==> src/rtl/store_pkg.sv <==
// Shared types for the store write buffer.
// Size-select encodings and the queued entry layout.
package store_pkg;

  localparam logic [1:0] SEL_SW = 2'b00;
  localparam logic [1:0] SEL_SB = 2'b01;
  localparam logic [1:0] SEL_SH = 2'b10;

  typedef struct packed {
    logic [29:0] addr;
    logic [31:0] wdata;
    logic [3:0]  be;
  } entry_t;

endpackage

==> src/rtl/store_align.sv <==
// Lane alignment and byte-enable generation.
// Flags stores that do not sit on their natural boundary.
module store_align
  import store_pkg::*;
(
  input  logic [1:0]  sel,
  input  logic [1:0]  addr,
  input  logic [31:0] data,
  output logic [31:0] wdata,
  output logic [3:0]  be,
  output logic        misaligned
);

  // replicate the significant bytes into every lane
  always_comb begin
    wdata      = data;
    be         = 4'b1111;
    misaligned = |addr;
    unique case (1'b1)
      (sel == SEL_SB): begin
        wdata      = {4{data[7:0]}};
        be         = 4'b0001 << addr;
        misaligned = 1'b0;
      end
      (sel == SEL_SH): begin
        wdata      = {2{data[15:0]}};
        be         = addr[1] ? 4'b1100 : 4'b0011;
        misaligned = addr[0];
      end
      default: begin
      end
    endcase
  end

endmodule

==> src/rtl/store_write_buffer.sv <==
// Posted store queue in front of the data-memory write port.
// Also reports loads that alias a pending store.
module store_write_buffer
  import store_pkg::*;
#(
  parameter int DEPTH = 4
) (
  input  logic        clk,
  input  logic        rst_n,
  input  logic        st_valid,
  output logic        st_ready,
  input  logic [31:0] st_addr,
  input  logic [31:0] st_data,
  input  logic [1:0]  st_sel,
  output logic        misalign_err,
  output logic        mem_valid,
  input  logic        mem_ready,
  output logic [31:0] mem_addr,
  output logic [31:0] mem_wdata,
  output logic [3:0]  mem_be,
  input  logic [31:0] ld_addr,
  output logic        ld_hit,
  output logic        empty
);

  localparam int PW = $clog2(DEPTH);

  entry_t        buf_q [DEPTH];
  logic [PW-1:0] head_q;
  logic [PW-1:0] tail_q;
  logic [PW:0]   count_q;
  logic          mis_q;

  logic [31:0] al_wdata;
  logic [3:0]  al_be;
  logic        al_mis;
  logic        take;
  logic        accept;
  logic        drain;
  entry_t      head_e;

  store_align u_align (
    .sel        (st_sel),
    .addr       (st_addr[1:0]),
    .data       (st_data),
    .wdata      (al_wdata),
    .be         (al_be),
    .misaligned (al_mis)
  );

  assign st_ready  = (count_q != (PW+1)'(DEPTH));
  assign empty     = (count_q == '0);
  assign mem_valid = !empty;
  assign take      = st_valid && st_ready;
  assign accept    = take && !al_mis;
  assign drain     = mem_valid && mem_ready;

  assign head_e    = buf_q[head_q];
  assign mem_addr  = {head_e.addr, 2'b00};
  assign mem_wdata = head_e.wdata;
  assign mem_be    = head_e.be;
  assign misalign_err = mis_q;

  // storage array, written at the tail on accept
  always_ff @(posedge clk or negedge rst_n) begin
    if (!rst_n) begin
      for (int i = 0; i < DEPTH; i++) buf_q[i] <= '0;
    end else if (accept) begin
      buf_q[tail_q] <= '{addr: st_addr[31:2],
                         wdata: al_wdata,
                         be: al_be};
    end
  end

  // pointers, occupancy and the misalign pulse
  always_ff @(posedge clk or negedge rst_n) begin
    if (!rst_n) begin
      head_q  <= '0;
      tail_q  <= '0;
      count_q <= '0;
      mis_q   <= 1'b0;
    end else begin
      mis_q <= take && al_mis;
      if (accept) tail_q <= tail_q + 1'b1;
      if (drain)  head_q <= head_q + 1'b1;
      if (accept && !drain) count_q <= count_q + 1'b1;
      else if (drain && !accept) count_q <= count_q - 1'b1;
    end
  end

  // word-address match against every occupied slot
  always_comb begin
    logic [PW-1:0] off;
    ld_hit = 1'b0;
    off    = '0;
    for (int i = 0; i < DEPTH; i++) begin
      off = PW'(i) - head_q;
      if (({1'b0, off} < count_q) &&
          (buf_q[i].addr == ld_addr[31:2]))
        ld_hit = 1'b1;
    end
  end

endmodule
==> config.mk <==
export PLATFORM = sky130hd
export DESIGN_NAME = store_write_buffer
export DESIGN_NICKNAME = d
export VERILOG_FILES = /design/src/rtl/store_pkg.sv /design/src/rtl/store_align.sv /design/src/rtl/store_write_buffer.sv
export SDC_FILE = /design/constraint.sdc
export NUM_CORES = 1
export LEC_CHECK = 0
export CORE_UTILIZATION = 50
export CTS_BUF_LIST = sky130_fd_sc_hd__clkbuf_16
export CTS_CLUSTER_SIZE = 40
export DETAILED_ROUTE_END_ITERATION = 10
export PLACE_DENSITY = 0.73
export SYNTH_ARGS = -nofsm -noshare
export SYNTH_HDL_FRONTEND = slang
export SYNTH_SLANG_ARGS = --single-unit
export TNS_END_PERCENT = 5
==> constraint.sdc <==
create_clock -name clk -period 3 [get_ports clk]
set_input_delay 0.6 -clock clk [delete_from_list [all_inputs] [get_ports clk]]
set_output_delay 0.6 -clock clk [all_outputs]
set_load 0.1 [all_outputs]
Yosys cells after proc, flatten, opt, wreduce, memory -nomap -nowiden --
Index checks and enable logic that the tools add are counted.
Word-level totals: register bits after elaboration 272, logic and storage cells 75
Cells by class: equal/unequal tests 7, add/sub/neg operators 8, shift operators 1, order comparisons 7, reductions and logical operators 18, mux-type cells 16, bitwise gates (word level) 2
Operator list (number):
- bitwise mux 264 bit | 1
- 2-to-1 mux 66 bit | 3
- binary-select mux 66 bit (select 2 bit) | 1
- demux 66 bit (select 2 bit) | 1
- equality test 30 bit | 4
- case mux 32 bit (2 select lines) | 1
- < comparator 2 x 3 -> 1 bit | 4
- logical AND 1 bit | 11
- case mux 4 bit (2 select lines) | 1
- >= comparator 3 bit, second input constant | 2
- 2-to-1 mux 3 bit | 2
- inverter 2 -> 3 bit | 2
- adder 2 x 1 -> 2 bit, second input constant | 2
- logical NOT 1 bit | 4
- 2-to-1 mux 1 bit | 4
- 2-to-1 mux 4 bit | 1
- left shift 1 x 2 -> 4 bit, first input constant | 1
- subtractor 1 x 2 -> 2 bit, first input constant | 2
- subtractor 2 bit, first input constant | 2
- adder 3 x 1 -> 3 bit, second input constant | 1
- logical NOT 3 bit | 1
- < comparator 3 x 1 -> 1 bit, second input constant | 1
- != test 3 bit, second input constant | 1
- subtractor 3 x 1 -> 3 bit, second input constant | 1
- 5 further kinds | 5

Depth between registers and ports, before layout --
Gate-level depths: netlist of the first run.
word-level depth 8, mapped depth 11

By module --
From an unflattened synthesis of the first run, not the netlist that was laid out.
Second synthesis, totals: cells, all modules 961, area total of the unflattened synthesis 14747.9 sq um
By module, submodules not included:
- store_write_buffer | sequential area each 6806.5 sq um, area each 14179.8 sq um, cells an instance 868, instances 1
- store_align | sequential area each 0.0 sq um, area each 568.0 sq um, cells an instance 93, instances 1

Least setup slack after synthesis of the first run --
Ideal clock, no wire load.
path kind register to output, from register head_q[1], to output ld_hit, arrival time 2.886 ns, data required time 2.400 ns, path slack -0.486 ns, cell stages (with the launch flop) 10, cells stage by stage dfrtp_1 > clkbuf_1 > buf_1 > inv_1 > ha_1 > inv_1 > a2111oi_0 > nand4_1 > or4_1 > nand4_1
On the way: longest elaborated chain between the ends 7, elaborated cells between the ends (all ways) 16, classes of those cells 4 x add/sub; 4 x order compare; 4 x mux; 4 x reduce/logical
Ends and longest elaborated chain:
- from (decl) | line store_write_buffer.sv:29 | logic [PW-1:0] head_q;
- from (signal assigned) | line store_write_buffer.sv:85 | if (drain) head_q <= head_q + 1'b1;
- subtractor 1 x 2 -> 2 bit | line store_write_buffer.sv:97 | off = PW'(i) - head_q;
- < comparator 2 x 3 -> 1 bit | line store_write_buffer.sv:98 | if (({1'b0, off} < count_q) &&
- logical AND 1 bit | line store_write_buffer.sv:98
- 2-to-1 mux 1 bit (3 in a row) | line store_write_buffer.sv:98
- 2-to-1 mux 1 bit * | line store_write_buffer.sv:98
- to (decl) | line store_write_buffer.sv:22 | output logic ld_hit,
Every way passes the cells marked *; elsewhere a longest branch is shown, timed or not.

Final worst setup path of the first run --
from register buf_q[44] (netlist bit), to output ld_hit
On the way: longest elaborated chain between the ends 3
Ends and longest elaborated chain:
- from (decl) | line store_write_buffer.sv:28 | entry_t buf_q [DEPTH];
- from (signal, indexed assignment) | line store_write_buffer.sv:69 | buf_q[tail_q] <= '{addr: st_addr[31:2],
- equality test 30 bit | line store_write_buffer.sv:99 | (buf_q[i].addr == ld_addr[31:2]))
- logical AND 1 bit | line store_write_buffer.sv:98
- 2-to-1 mux 1 bit | line store_write_buffer.sv:98
No other way between the ends.

==> results of run 1 <==
[layout make-up]
cell class,count,area [um^2]
Fill cell,1951,9360
Sequential cell,272,6810
Multi-Input combinational cell,705,6380
Timing Repair Buffer,239,3070
Clock buffer,29,726
Tap cell,341,427
Clock inverter,20,121
Inverter,14,52.6
Antenna cell,1,2.50
[layer usage]
metal | global-route usage, % | vias to the layer above | routed length [um]
li1 | - | 4203 | -
met1 | 36.5 | 4741 | 15000
met2 | 40.7 | 316 | 16600
met3 | 4.59 | 63 | 2300
met4 | 8.06 | 0 | 898
met5 | 0 | - | 0
[critical path, stage by stage (launching register included)]
cell	delay, ns
sky130_fd_sc_hd__dfrtp_1	0.42
sky130_fd_sc_hd__xor2_2	0.23
sky130_fd_sc_hd__nor4_2	0.37
sky130_fd_sc_hd__nand4_1	0.17
sky130_fd_sc_hd__or4_1	0.55
sky130_fd_sc_hd__nand4_1	0.18
sky130_fd_sc_hd__buf_12	0.21
[cells by family after synthesis]
| family | share of synthesized area (%) |
|---|---|
| DFF | 49.7 |
| muxes | 24.0 |
| and+or+nand+nor | 6.28 |
| AOI/OAI and AO/OA | 6.47 |
| xor gates and xnor gates | 8.12 |
| buffers and inverters | 4.30 |
| adders and majority gates | 1.15 |
| other | 0.0274 |
[worst max-delay path by stage]
| stage | start | end | cells after the start |
|---|---|---|---|
| after floorplan | head_q[1] | ld_hit | 9 |
| after global placement | ld_addr[17] | ld_hit | 7 |
| after detailed placement | ld_addr[4] | ld_hit | 7 |
| after CTS | head_q[0] | ld_hit | 8 |
| after global routing | head_q[1] | ld_hit | 8 |
| final | buf_q[44] | ld_hit | 6 |
[per-stage QoR]
stage | std cells | instance area, um^2 | hold WS [ns] | setup TNS, ns
2_1_floorplan | 1066 | 13700 | 0.304 | -0.168
3_3_place_gp | 1568 | 16700 | 0.456 | -0.505
3_5_place_dp | 1568 | 16700 | 0.462 | -0.648
4_1_cts | 1619 | 17600 | 0.479 | -4.36
5_1_grt | 1621 | 17600 | 0.498 | -5.87
6_report | 1621 | 17600 | 0.473 | -2.99
[sequential cells by signal, indices dropped and copies added (netlist names)]
name          count
tail_q            2
buf_q           264
head_q            2
misalign_err      1
count_q           3
[Yosys cell counts (all sizes together), types with 12 or more instances]
cell    count  share of area [%]
nor2       12               0.33
buf        51                3.3
mux2      153                 13
nand2     122                3.6
a21oi      24               0.88
o21ai     114                4.2
inv        14               0.38
xnor2      61                3.9
xor2       66                4.2
dfrtp     272                 50
nor4       14               0.64
nand4      19               0.87
clkbuf     24               0.66
a22oi      16               0.88
mux4       66                 11
[what timing repair did]
item	4_1_cts	5_1_grt
hold buffers	1	0
gates resized for setup	31	2
pin swaps	14	5
hold endpoints to repair	21	0
cloned	0	0
setup endpoints to repair	64	20
buffers inserted	1	1
==> results.md, run 1 <==
- The flow ran to the end, but the final reports show violations.
- The checks that failed: negative setup slack.
- In this run, synthesis inferred 0 flip-flops with an integrated enable.
- The vertical extent of the die is 168 um.
- In the layout the commonest cells are 270 x sky130_fd_sc_hd__dfrtp_1, 118 x sky130_fd_sc_hd__nand2_1, 114 x sky130_fd_sc_hd__o21ai_0.
- The detailed router placed 9323 vias in this run.
- The post-synthesis to final-layout area growth is 28.4%.
- The clock net sink count is 272.
- The number of antenna-violating nets in the routed design is 0.
- The number of standard cells after synthesis is 1065.
- The number of cells on the worst reg-to-reg path is 9.
- The start of the worst register-to-register path is count_q[1].
- The number of top-level design ports is 175.
- Leaving out fill and tap cells, the most frequent cell in the layout is sky130_fd_sc_hd__dfrtp_1.
- The destination of the worst register-to-register timing path is count_q[2].
- The synthesized netlist contains 38 unique library cells.
- The worst setup path is captured at an output port.
- Based on the critical path, the design can be clocked at up to 305 MHz.
- The global-route total usage across every layer is 25.8%.
- The fraction of final layout cells sized beyond drive strength 1 is 30.3%.
- The worst-case register-to-register setup slack is 0.79 ns.
- The critical path is of the flop to output port type.
- The clock tree from TritonCTS is done.
- The synthesized design contains 272 register bits.
- The core outline area is 0.0270 mm^2.
- The worst hold path terminates at buf_q[88].
- After synthesis the cells add up to 0.0137 mm^2.
- The startpoint type of the worst setup path is a flop.
- The portion of the clock cycle consumed by the worst path in the final layout is 109%.
- After detailed routing, the average wire length per cell comes to 21.5 um.
- STA puts the critical path data required time at 2.40 ns.
- After the last flow step, the layout net total stands at 1375.
- The first global-routing pass estimated 55600 um of wire.
- Timing analysis after detailed placement gives a worst setup slack of -0.423 ns.
- Before antenna repair, the detailed router went through 5 iterations.
- The remaining design rule violation count is 0.
- The maximum fanout along the worst path is 3.
- The post-synthesis average cell area is 12.9 um^2.
- The clock transition at the registers of the reported paths is 0.06 ns.
- The global-route congestion overflow total is 0.
- In this run the number of H-tree levels came out at 1.
- The least setup slack across all paths after layout is -0.276 ns.
- The width of the die is 168 um.
- The minimum clock period after layout is 3.28 ns.
- Once the floorplan was initialized, standard cells occupied 50.8% of the core.
- Counting flops with an async set or reset pin after synthesis yields a share of 100%.
- The relative slew slack is 56.7%.
- The initial antenna violation count is 1.
- The cell chosen for the clock root is sky130_fd_sc_hd__clkbuf_16.
- The largest net degree at the start of global routing is 96.
- The total number of yosys warnings is 0.
- Setup repair after global routing could not meet its margin everywhere.
- The max-slew violation count was 0.
- At the worst endpoint, the arrival time is 2.68 ns.
- For the pin with the worst max-slew slack, the measured transition is 0.649 ns.
- The die covers 0.0281 mm^2.
- The number of vias per cell is 5.75.
- The first routing iteration left 704 violations.
- The clock arrives with 0.0131 ns of skew.
- The classification of the worst-slack hold path is flop to flop.
- Across the run, the number of max-cap violations was 0.
- The total half-perimeter wirelength after legalization and detailed placement is 24400 um.
- The number of global-route vias before repair is 9675.
- The total length of routed wires is 34800 um.
- In this run, CTS created clock tree buffers numbering 29.
- Cells fill 65.3% of the core in the end.
- The register area share after synthesis is 49.7%.
- The count of endpoints failing hold in the final timing report is 0.
- The number of failing setup endpoints in the final timing report is 20.
- Buffers placed on the I/O ports in this run total 170.
- The startpoint of the lowest-slack hold path is buf_q[88].
- The global placement routability congestion is 0.904.
- The floorplan has 60 rows.
- The clock latency reported for the late side of the worst-skew pair is 0.55 ns.
- The number of cells on the worst hold path is 2.
- Among all flip-flop cells after synthesis, the most frequent one is sky130_fd_sc_hd__dfrtp_1.
- In this run the deepest clock path goes through 3 buffers.
Power of run 1 is left out: the tool's default activity adds up to more than one toggle a clock period on the data nets, which glitch-free logic cannot reach.
==> inputs of run 2 (changes only) <==
--- a/config.mk
+++ b/config.mk
@@ -10,6 +10,7 @@
 export CTS_CLUSTER_SIZE = 40
 export DETAILED_ROUTE_END_ITERATION = 10
 export PLACE_DENSITY = 0.73
+export SKIP_CTS_REPAIR_TIMING = 1
 export SYNTH_ARGS = -nofsm -noshare
 export SYNTH_HDL_FRONTEND = slang
 export SYNTH_SLANG_ARGS = --single-unit
==> results.md, run 2 (synthesis gave the netlist of run 1 again) <==
- The max-slew violation count is 0.
- The data arrival time of the worst path is 2.71 ns.
- For this block, the via count after detailed routing is 9269.
- The total length of routed wires is 34800 um.
- The clock net sink count is 272.
- The final cell utilization of the core is 65.5%.
- The minimum clock period after layout is 3.31 ns.
- The buffer levels on the longest clock path is 3.
- The total instance count after detailed placement is 1568.
- The number of global-route vias before repair is 9642.
- Ranked by flip-flop count, first place goes to buf_q.
- Setup repair after global routing could not meet its margin everywhere.
- The least setup slack across all paths after layout is -0.306 ns.
- The number of standard-cell rows in the floorplan is 60.
- The number of top-level design ports is 175.
- The final layout net count is 1374.
- The number of antenna-violating nets in the routed design is 0.
- Dividing the final minimum period by the clock period gives 110%.
- The number of clock buffers added by TritonCTS is 29.
- STA classifies the critical path endpoint as an output port.
- The die is 168 um wide.
- The wire-length estimate of the detail-placed layout is 24400 um.
- The starting DRC count in detailed routing is 769.
- The vertical extent of the die is 168 um.
- In this run the tool buffered the top-level ports with 170 buffer cells.
- For this run, the total global-route usage over all layers was measured as 25.7%.
- The checks that failed: negative setup slack.
- Before CTS, the worst setup slack after placement is -0.423 ns.
- The flip-flop count of the largest register, all copies and words added is 264.
- The initial antenna violation count is 1.
- Based on the critical path, the design can be clocked at up to 303 MHz.
- In the final layout, the registers with the most flip-flops are buf_q (264), count_q (3).
- The worst pin sits at a relative slew slack of 50.3%.
- In the final layout, the share of cells above drive strength 1 is 30.4%.
- The setup path with the least slack is of type input port to output port.
- Once layout is complete, the cells apart from fillers number 1620.
- The routed wirelength normalized by instance count is 21.5 um.
- Summed over all layers, the global routing overflow is 0.
- The number of detailed-routing iterations run before antenna repair is 5.
- In the layout the commonest cells are 270 x sky130_fd_sc_hd__dfrtp_1, 118 x sky130_fd_sc_hd__nand2_1, 114 x sky130_fd_sc_hd__o21ai_0.
- The maximum fanout along the worst path is 2.
- Across the run, the number of max-cap violations was 0.
- On the final layout, the worst clock skew is 0.0135 ns.
- After clock tree synthesis, the clock-pin slew on the worst setup and hold paths is 0.06 ns.
- The data required time at the worst endpoint is 2.40 ns.
- The count of endpoints failing hold in the final timing report was 0.
- The flow ran to the end, but the final reports show violations.
- The largest net degree at the start of global routing is 96.
- The number of failing setup endpoints in the final timing report is 20.
- At the pin with the least slew margin, the transition time is 0.745 ns.
- CTS built an H-tree with a depth of 1.
- Leaving out fill and tap cells, the most frequent cell in the layout is sky130_fd_sc_hd__dfrtp_1.
- At the end of routability-driven placement, the weighted congestion stood at 0.904.
- The clock reaches the later pin of the worst-skew pair after 0.55 ns.
- Dividing the detail-routed via count by the number of cells gives 5.72.
- Compared with the post-synthesis result, the final layout area differs by 28.8%.
- The worst hold path belongs to the class flop to flop.
- The worst setup path is launched from an input port.
- Setup total negative slack on the finished layout was measured at -3.12 ns.
- TritonCTS built the clock tree.
- The core outline area is 0.0270 mm^2.
- The root buffer cell chosen for the clock tree is sky130_fd_sc_hd__clkbuf_16.
- The remaining design rule violation count is 0.
- The first-pass GRT wire length is 55400 um.
- The initial utilization of the core area, before any placement, comes to 50.8%.
- The die area is 0.0281 mm^2.
[run 2: cell count changes in the layout (fill, tap and decap cells not counted), sizes merged]
cell,delta
dlymetal6s2s,+10
dlygate4sd2,-16
clkbuf,-1
clkdlybuf4s50,+6
[run 2: worst max-delay path, cell delays in order]
cell,delay (ns)
sky130_fd_sc_hd__clkdlybuf4s50_1,0.44
sky130_fd_sc_hd__xor2_1,0.17
sky130_fd_sc_hd__nor4_1,0.29
sky130_fd_sc_hd__buf_4,0.17
sky130_fd_sc_hd__nand4_1,0.09
sky130_fd_sc_hd__or4_1,0.53
sky130_fd_sc_hd__nand4_1,0.20
sky130_fd_sc_hd__buf_12,0.21
[run 2: metal layers]
layer / wire [um] / GRT usage (%) / up-vias / share of wire, %
met5: 0 / 0 / - / 0
met4: 860 / 7.78 / 0 / 2.5
met3: 2280 / 4.75 / 64 / 6.6
met2: 16800 / 40.6 / 310 / 48
met1: 14800 / 36.2 / 4694 / 43
li1: - / - / 4201 / -
[run 2: final timing paths]
path,endpoint,cells after the start,slack (ns),startpoint
setup / recovery,ld_hit,8,-0.31,ld_addr[5]
hold / removal,buf_q[88],2,0.47,buf_q[88]
max in group asynchronous,head_q[0],3,1.70,rst_n
hold reg to reg,buf_q[88],2,0.47,buf_q[88]
min in group asynchronous,buf_q[129],2,0.49,rst_n
setup reg to reg,buf_q[173],6,0.78,count_q[0]
[run 2: stage by stage]
stage,area [um^2],hold slack [ns]
floorplan,13700,0.304
global placement,16700,0.456
detailed placement,16700,0.462
CTS,17500,-0.119
global route,17700,0.498
finish,17700,0.473
[run 2: layout make-up]
cell class | count | area [um^2]
multi-input cells | 705 | 6400
fillers | 1944 | 9300
diodes | 1 | 2.50
inverters | 14 | 52.6
clock inverters | 20 | 121
clock buffers | 29 | 726
well taps | 341 | 427
flip-flops and latches | 272 | 6810
repair buffers | 238 | 3100
Power of run 2 is left out for the same reason.
